===== config.mk =====
export PLATFORM = sky130hd
export DESIGN_NAME = quad_cmd_cfg
export DESIGN_NICKNAME = d
export VERILOG_FILES = /design/src/rtl/quad_pkg.sv /design/src/rtl/quad_uart.sv /design/src/rtl/quad_cmd_cfg.sv
export SDC_FILE = /design/constraint.sdc
export NUM_CORES = 1
export LEC_CHECK = 0
export BUFFER_PORTS_ARGS = -buffer_cell sky130_fd_sc_hd__buf_2
export CAP_MARGIN = 40
export CORE_MARGIN = 4
export CORE_UTILIZATION = 50
export DETAILED_ROUTE_END_ITERATION = 6
export GPL_TIMING_DRIVEN = 0
export HOLD_SLACK_MARGIN = 0.02
export PLACE_DENSITY = 0.68
export SETUP_SLACK_MARGIN = 0.02
export SYNTH_ARGS = -nofsm -noshare
export SYNTH_HDL_FRONTEND = slang
export SYNTH_HIERARCHICAL = 1
export SYNTH_SLANG_ARGS = --single-unit

===== constraint.sdc =====
create_clock -name clk -period 4.6 [get_ports clk]
set_clock_uncertainty 0.2 [all_clocks]
set_input_delay 0.23 -clock clk [delete_from_list [all_inputs] [get_ports clk]]
set_output_delay 0.23 -clock clk [all_outputs]
set_load 0.02 [all_outputs]

===== src/rtl/quad_pkg.sv =====
// quad_pkg: command encodings, acknowledge byte and FSM states of the quadcopter command front end
package quad_pkg;
  localparam logic [7:0] CMD_PTCH  = 8'h02;
  localparam logic [7:0] CMD_ROLL  = 8'h03;
  localparam logic [7:0] CMD_YAW   = 8'h04;
  localparam logic [7:0] CMD_THRST = 8'h05;
  localparam logic [7:0] CMD_CAL   = 8'h06;
  localparam logic [7:0] CMD_EMER  = 8'h07;
  localparam logic [7:0] CMD_MOFF  = 8'h08;
  localparam logic [7:0] ACK_BYTE  = 8'hA5;
  typedef enum logic [1:0] {ST_IDLE, ST_EXEC, ST_WAIT_CAL, ST_ACK} state_e;
endpackage


===== src/rtl/quad_uart.sv =====
// quad_uart: full-duplex 8N1 transceiver, LSB first, BAUD_DIV clocks per bit
// RX/TX: serial pins (idle high); rx_data/rx_rdy: received byte, rx_rdy held until clr_rx_rdy;
// tx_data/trmt: byte to send, taken when the transmitter is idle; tx_done: one-cycle end-of-frame pulse
module quad_uart #(
  parameter int BAUD_DIV = 2604
) (
  input  logic       clk,
  input  logic       rst,
  input  logic       RX,
  output logic       TX,
  output logic [7:0] rx_data,
  output logic       rx_rdy,
  input  logic       clr_rx_rdy,
  input  logic [7:0] tx_data,
  input  logic       trmt,
  output logic       tx_done
);
  localparam int CW = $clog2(BAUD_DIV);
  localparam logic [CW-1:0] FULL = CW'(BAUD_DIV - 1);
  localparam logic [CW-1:0] HALF = CW'(BAUD_DIV / 2 - 1);
  logic rx1_q, rx2_q, rxb_q, rx_rdy_q, txb_q, tx_done_q;
  logic [CW-1:0] rxc_q, txc_q;
  logic [3:0] rxn_q, txn_q;
  logic [7:0] rxs_q;
  logic [9:0] txs_q;
  // rxn_q: 0 = start bit, 1..8 = data, 9 = stop; a start bit high at mid-bit is a glitch
  always_ff @(posedge clk)
    if (rst) begin
      rx1_q <= 1'b1;
      rx2_q <= 1'b1;
      rxb_q <= 1'b0;
      rx_rdy_q <= 1'b0;
      rxc_q <= '0;
      rxn_q <= '0;
      rxs_q <= '0;
    end else begin
      rx1_q <= RX;
      rx2_q <= rx1_q;
      if (clr_rx_rdy) rx_rdy_q <= 1'b0;
      if (!rxb_q) begin
        if (!rx2_q) begin
          rxb_q <= 1'b1;
          rxc_q <= HALF;
          rxn_q <= '0;
        end
      end else if (rxc_q != '0) rxc_q <= rxc_q - 1'b1;
      else begin
        rxc_q <= FULL;
        rxn_q <= rxn_q + 1'b1;
        if (rxn_q == 4'd0 && rx2_q) rxb_q <= 1'b0;
        else if (rxn_q == 4'd9) begin
          rxb_q <= 1'b0;
          rx_rdy_q <= 1'b1;
        end else if (rxn_q != 4'd0) rxs_q <= {rx2_q, rxs_q[7:1]};
      end
    end
  // txs_q[0] is the line itself; ones shift in behind the frame so it idles high
  always_ff @(posedge clk)
    if (rst) begin
      txb_q <= 1'b0;
      tx_done_q <= 1'b0;
      txc_q <= '0;
      txn_q <= '0;
      txs_q <= '1;
    end else begin
      tx_done_q <= 1'b0;
      if (!txb_q) begin
        if (trmt) begin
          txb_q <= 1'b1;
          txs_q <= {1'b1, tx_data, 1'b0};
          txc_q <= FULL;
          txn_q <= '0;
        end
      end else if (txc_q != '0) txc_q <= txc_q - 1'b1;
      else begin
        txc_q <= FULL;
        txs_q <= {1'b1, txs_q[9:1]};
        txn_q <= txn_q + 1'b1;
        if (txn_q == 4'd9) begin
          txb_q <= 1'b0;
          tx_done_q <= 1'b1;
        end
      end
    end
  assign TX = txs_q[0];
  assign rx_data = rxs_q;
  assign rx_rdy = rx_rdy_q;
  assign tx_done = tx_done_q;
endmodule


===== src/rtl/quad_cmd_cfg.sv =====
// quad_cmd_cfg: UART command front end holding flight setpoints, calibration/motor-off sequencing and ACK reply
// RX/TX: host serial link; cal_done/strt_cal/inertial_cal: calibration handshake with the inertial block;
// d_ptch/d_roll/d_yaw/thrst: setpoints; motors_off: forces ESCs idle
module quad_cmd_cfg import quad_pkg::*; #(
  parameter int         BAUD_DIV = 2604,
  parameter bit         FAST_SIM = 1'b0,
  parameter logic [7:0] ACK      = ACK_BYTE
) (
  input  logic        clk,
  input  logic        rst,
  input  logic        RX,
  output logic        TX,
  input  logic        cal_done,
  output logic        strt_cal,
  output logic        inertial_cal,
  output logic [15:0] d_ptch,
  output logic [15:0] d_roll,
  output logic [15:0] d_yaw,
  output logic [8:0]  thrst,
  output logic        motors_off
);
  localparam int WDW = FAST_SIM ? 9 : 26;
  localparam logic [WDW-1:0] WD_PRE = ~WDW'(1);
  state_e state_q, state_d;
  logic [7:0] rx_data, b0_q, b1_q, pc_q, cc_q;
  logic [15:0] pd_q, cd_q, ptch_q, ptch_d, roll_q, roll_d, yaw_q, yaw_d;
  logic [8:0] thrst_q, thrst_d;
  logic [1:0] bc_q;
  logic [16:0] gap_q;
  logic [WDW-1:0] wd_q, wd_d;
  logic rx_rdy, tx_done, trmt, cmd_rdy_q, pv_q, pv_d, txb_q, txb_d, take, ex, emer, wd_fire;
  logic moff_q, moff_d, strt_q, strt_d, ical_q, ical_d;
  quad_uart #(.BAUD_DIV(BAUD_DIV)) u_uart (
    .clk(clk), .rst(rst), .RX(RX), .TX(TX),
    .rx_data(rx_data), .rx_rdy(rx_rdy), .clr_rx_rdy(rx_rdy),
    .tx_data(ACK), .trmt(trmt), .tx_done(tx_done)
  );
  always_comb begin
    state_d = state_q;
    trmt = 1'b0;
    case (state_q)
      ST_IDLE: if (take) state_d = ST_EXEC;
      ST_EXEC: state_d = cc_q == CMD_CAL ? ST_WAIT_CAL : ST_ACK;
      ST_WAIT_CAL: if (cal_done) state_d = ST_ACK;
      default: begin
        trmt = !txb_q;
        if (!txb_q) state_d = ST_IDLE;
      end
    endcase
  end
  // a packet completing outside IDLE waits in pc_q/pd_q with pv_q set until the FSM returns to IDLE
  always_comb begin
    take = cmd_rdy_q || pv_q;
    ex = state_q == ST_EXEC;
    wd_fire = !cmd_rdy_q && wd_q == WD_PRE;
    emer = wd_fire || (ex && cc_q == CMD_EMER);
    ptch_d = emer ? '0 : (ex && cc_q == CMD_PTCH) ? cd_q : ptch_q;
    roll_d = emer ? '0 : (ex && cc_q == CMD_ROLL) ? cd_q : roll_q;
    yaw_d = emer ? '0 : (ex && cc_q == CMD_YAW) ? cd_q : yaw_q;
    thrst_d = emer ? '0 : (ex && cc_q == CMD_THRST) ? cd_q[8:0] : thrst_q;
    strt_d = ex && cc_q == CMD_CAL;
    moff_d = strt_d ? 1'b0 : (ex && cc_q == CMD_MOFF) ? 1'b1 : moff_q;
    ical_d = strt_d || (ical_q && !(state_q == ST_WAIT_CAL && cal_done));
    pv_d = state_q != ST_IDLE && (cmd_rdy_q || pv_q);
    txb_d = trmt || (txb_q && !tx_done);
    wd_d = cmd_rdy_q ? '0 : (&wd_q) ? wd_q : wd_q + 1'b1;
  end
  always_ff @(posedge clk)
    if (rst) begin
      state_q <= ST_IDLE;
      bc_q <= '0;
      gap_q <= '0;
      b0_q <= '0;
      b1_q <= '0;
      pc_q <= '0;
      pd_q <= '0;
      cc_q <= '0;
      cd_q <= '0;
      cmd_rdy_q <= 1'b0;
      pv_q <= 1'b0;
      txb_q <= 1'b0;
      wd_q <= '0;
      ptch_q <= '0;
      roll_q <= '0;
      yaw_q <= '0;
      thrst_q <= '0;
      moff_q <= 1'b1;
      strt_q <= 1'b0;
      ical_q <= 1'b0;
    end else begin
      state_q <= state_d;
      pv_q <= pv_d;
      txb_q <= txb_d;
      wd_q <= wd_d;
      ptch_q <= ptch_d;
      roll_q <= roll_d;
      yaw_q <= yaw_d;
      thrst_q <= thrst_d;
      moff_q <= moff_d;
      strt_q <= strt_d;
      ical_q <= ical_d;
      cmd_rdy_q <= rx_rdy && bc_q == 2'd2;
      if (state_q == ST_IDLE && take) begin
        cc_q <= pc_q;
        cd_q <= pd_q;
      end
      if (rx_rdy) begin
        bc_q <= bc_q == 2'd2 ? 2'd0 : bc_q + 1'b1;
        gap_q <= '0;
        if (bc_q == 2'd0) b0_q <= rx_data;
        if (bc_q == 2'd1) b1_q <= rx_data;
        if (bc_q == 2'd2) begin
          pc_q <= b0_q;
          pd_q <= {b1_q, rx_data};
        end
      end else if (gap_q[16]) bc_q <= '0;
      else if (bc_q != '0) gap_q <= gap_q + 1'b1;
    end
  assign strt_cal = strt_q;
  assign inertial_cal = ical_q;
  assign d_ptch = ptch_q;
  assign d_roll = roll_q;
  assign d_yaw = yaw_q;
  assign thrst = thrst_q;
  assign motors_off = moff_q;
endmodule


==> metrics <==
share of cell area taken by muxes after synthesis under 10%; Cell Int Power 3.32 mW; vias in the first global route 7520; Yosys cell types 67; CTS tree built; remaining global-route overflow 0; type of element launching the critical path flop; switching power total 0.936 mW; XOR/XNOR Fraction of Synth Area 2.36%; DP HPWL 15.2 mm; iteration-0 DRC count of the detailed router 392; most common cell after layout, fill and taps aside dfxtp_1; met1 layer usage reported by global route 27.2%; full die area 21600 µm²; RSZ-0062 raised after global routing no; simple-gate share of the synthesized area between 20% and 30%; fraction of power spent switching nets 22.0%; fin cells approximately 1500; Syn. warnings 6; arithmetic-cell share of the synthesized area counting full adders, half adders and majority gates 2.08%; end of the worst hold path txb_q; busiest layer in global routing met2; instance area at placement 10300 µm²; launching point of the worst reg2reg path wd_q[9]; Layout Area Growth over Synthesis 16.5%; FF-to-FF path depth 6; number of levels the H-tree was split into 1; prevailing post-synth register cell dfxtp_1; Worst Path Buf+Inv 1; Vert. Die Dim 147 µm; post-place setup slack 2050 ps; startpoint of the lowest-slack hold path u_uart/tx_done; sequential fraction of the synthesis area a little under half; routed wire length 21.8 mm; DRC violation count after routing 0; tightest slew margin relative to the limit 43.1%; mean cell area of the mapped netlist 8.59 µm²; flops & latches, synth 229; share of the synthesized area in compound gates (AO/OA/AOI/OAI) 12.3%; GRT Util Overall between 20% and 30%; via total after detailed routing 8003; number of enable-type register cells in the synthesized netlist 0; cell count after placement 1454; global placement routability congestion approximately 0.86; Final Setup Violations 0; global-route met2 utilization 33.2%; area of all placed cells without fillers 11200 µm²; post-CTS resize count 0; part of the cycle the worst path needs about 57%; highest achievable clock rate roughly 0.38 GHz; die extent in x 147 µm; largest net degree at the start of global routing 15; wire length per cell after detailed routing 14.5 µm; critical setup path kind flop to flop; arrival time of data at the critical path endpoint about 2900 ps; total negative slack for setup checks 0 ps; post-CTS setup buffer count 0; Mapped Cells 1121; clock root buffer clkbuf_16; longest individual stage delay on the worst path ~800 ps; power density over cell area 380 nW/µm²; number of rows in the core area 50; main combinational cell family by area after synthesis simple AND/OR/NAND/NOR gates; largest delay contributor family on the critical path simple AND/OR/NAND/NOR gates; proportion of layout cells with a drive suffix above 1 11.9%; number of antenna violations at the first check in global routing 0; CTS hold repair buffers 3; Max Buffers Root-to-Sink 3; part of the power in the clock network 48.4%; Max Cap Violations 0; Max Slew Vio Count 0; largest fanout of any net on the critical path 10; met3 routing resource usage after global routing 3.33%; sequential group share of total power 47.2%; antenna diode instance count 0; wire length of the first global-routing pass around 37 mm; data required time of the worst path a little under 5000 ps; portion of total power attributed to combinational logic 4.4%; HP Class flop to flop; endpoint class of the critical path flop; clk_lat worst skew roughly 520 ps; FILL cells 1710; cell with the largest stage delay on the worst path nor4_2; hold violation total from the final report 0; status complete, no violations; number of clock sinks approximately 230; initial core utilization around half; worst setup slack for register-to-register paths 1970 ps; net count reported at finish 1244; Netlist Area Pre-Place roughly 9600 µm²; leading cell types in the layout, fill and taps excluded 229 x dfxtp_1, 193 x nand2_1, 124 x nor2_1, 112 x a21oi_1, 74 x buf_2; fraction of synthesis flops using an asynchronous set or reset pin 0%; count of cells along the worst hold path 1; Top-Level Pins 65; worst IR drop on VDD between 0.0002 and 0.00025 V; Reg-to-Reg End wd_q[11]; number of routed nets with antenna violations 0; area of the core region between 15000 and 20000 µm²; post-route worst setup slack between 1500 and 2000 ps; clock period minus final worst setup slack 2630 ps; Worst Tran Pin Value between 800 and 900 ps; Lkg Pwr 4.44 nW; number of optimization iterations in the first detailed-route pass 5; mean number of vias per cell 5.32; chain of cells forming the critical path nand4_1 -> nor4_2 -> and2_2 -> buf_4 -> nor4_1 -> o21a_1; # port buffers 64; total CTS buffers 25; clock-pin slew of the registers on the worst-case setup and hold paths 60 ps
-- stage by stage --
step / util (%) / power (mW) / hold WS (ps)
after floorplan: - / 2.19 / 132
after global placement: 54.7 / 2.23 / 194
after detailed placement: 54.9 / 2.24 / 195
after CTS: 59.6 / 4.30 / 209
after global routing: 59.6 / 4.42 / 224
final: 59.6 / 4.26 / 207
-- power by group through the flow --
| stage | registers (mW) | clock network [mW] | logic, mW |
|---|---|---|---|
| floorplan | 2.05 | 0 | 0.135 |
| global placement | 2.06 | 0 | 0.178 |
| detailed placement | 2.06 | 0 | 0.184 |
| CTS | 2.01 | 2.11 | 0.187 |
| global route | 2.01 | 2.20 | 0.209 |
| finish | 2.01 | 2.06 | 0.186 |
-- worst max-delay path by stage --
| stage | cells past startpoint | start | end | slack (ps) |
|---|---|---|---|---|
| 2_1_floorplan | 6 | cc_q[7] | thrst[0] | 2460 |
| 6_report | 6 | wd_q[9] | wd_q[11] | 1970 |
| 3_3_place_gp | 6 | cc_q[7] | d_roll[4] | 2020 |
| 4_1_cts | 6 | wd_q[9] | wd_q[11] | 2040 |
| 3_5_place_dp | 6 | wd_q[9] | wd_q[11] | 2050 |
| 5_1_grt | 6 | wd_q[9] | wd_q[15] | 1830 |
-- sequential cells by signal, summed over array words and instances (netlist names), 12 cells and up --
name          flops
cd_q             16
gap_q            17
d_ptch           16
pd_q             16
d_yaw            16
u_uart/txc_q     12
d_roll           16
wd_q             26
u_uart/rxc_q     12
-- layout make-up --
class | instances | area (µm²) | area share, %
timing repair buffer | 70 | 378 | 3.37
inverter | 20 | 75.1 | 0.669
tap | 260 | 325 | 2.90
clock buffer | 33 | 716 | 6.38
clock inverter | 13 | 151 | 1.35
buffer | 65 | 289 | 2.57
multi-input combinational | 813 | 4710 | 41.9
sequential | 229 | 4580 | 40.8
-- layer usage --
layer	part of all wire [%]	wire (µm)
met5	0	0
met4	1.9	414
met3	4.4	961
met2	46	10100
met1	47	10300
-- cell usage after synthesis (4+ instances only) --
master      n  area share (%)
nor2b_1     7            0.45
o21ai_0    14            0.73
dfxtp_1   229              48
clkbuf_1   44             1.7
o311ai_0    4            0.36
mux2i_1    59             6.1
and4_1      5            0.45
nand3_1    28             1.5
o31ai_1     4            0.31
nand3b_1    8            0.62
and3_1      9            0.58
a31oi_1    13            0.84
or3_1      12            0.78
inv_1      20            0.78
buf_6       4            0.47
a211oi_1   18             1.4
nand2b_1   14            0.91
nor4_1     16             1.0
and2_1     10            0.65
nor2_1    124             4.8
buf_2       9            0.47
ha_1       16             2.1
buf_1       7            0.27
a21oi_1   112             5.8
nand4_1    18             1.2
nand2_1   193             7.5
nand4b_1    9            0.82
xor2_1     13             1.2
nor3_1     19            0.99
or2_2       7            0.45
or4_1       9            0.70
xnor2_1    13             1.2
-- cell families (layout without fill, tap and decap cells) --
family / Yosys count / count (layout)
adder cells (fa/ha/maj): 16 / 16
buffers and inverters: 85 / 201
multiplexers: 60 / 60
XOR/XNOR: 26 / 26
other: 2 / 8
AND/OR/NAND/NOR: 507 / 507
AO/OA/AOI/OAI: 196 / 196
flip-flops: 229 / 229
No activity file was read; power rests on OpenSTA's default activity.
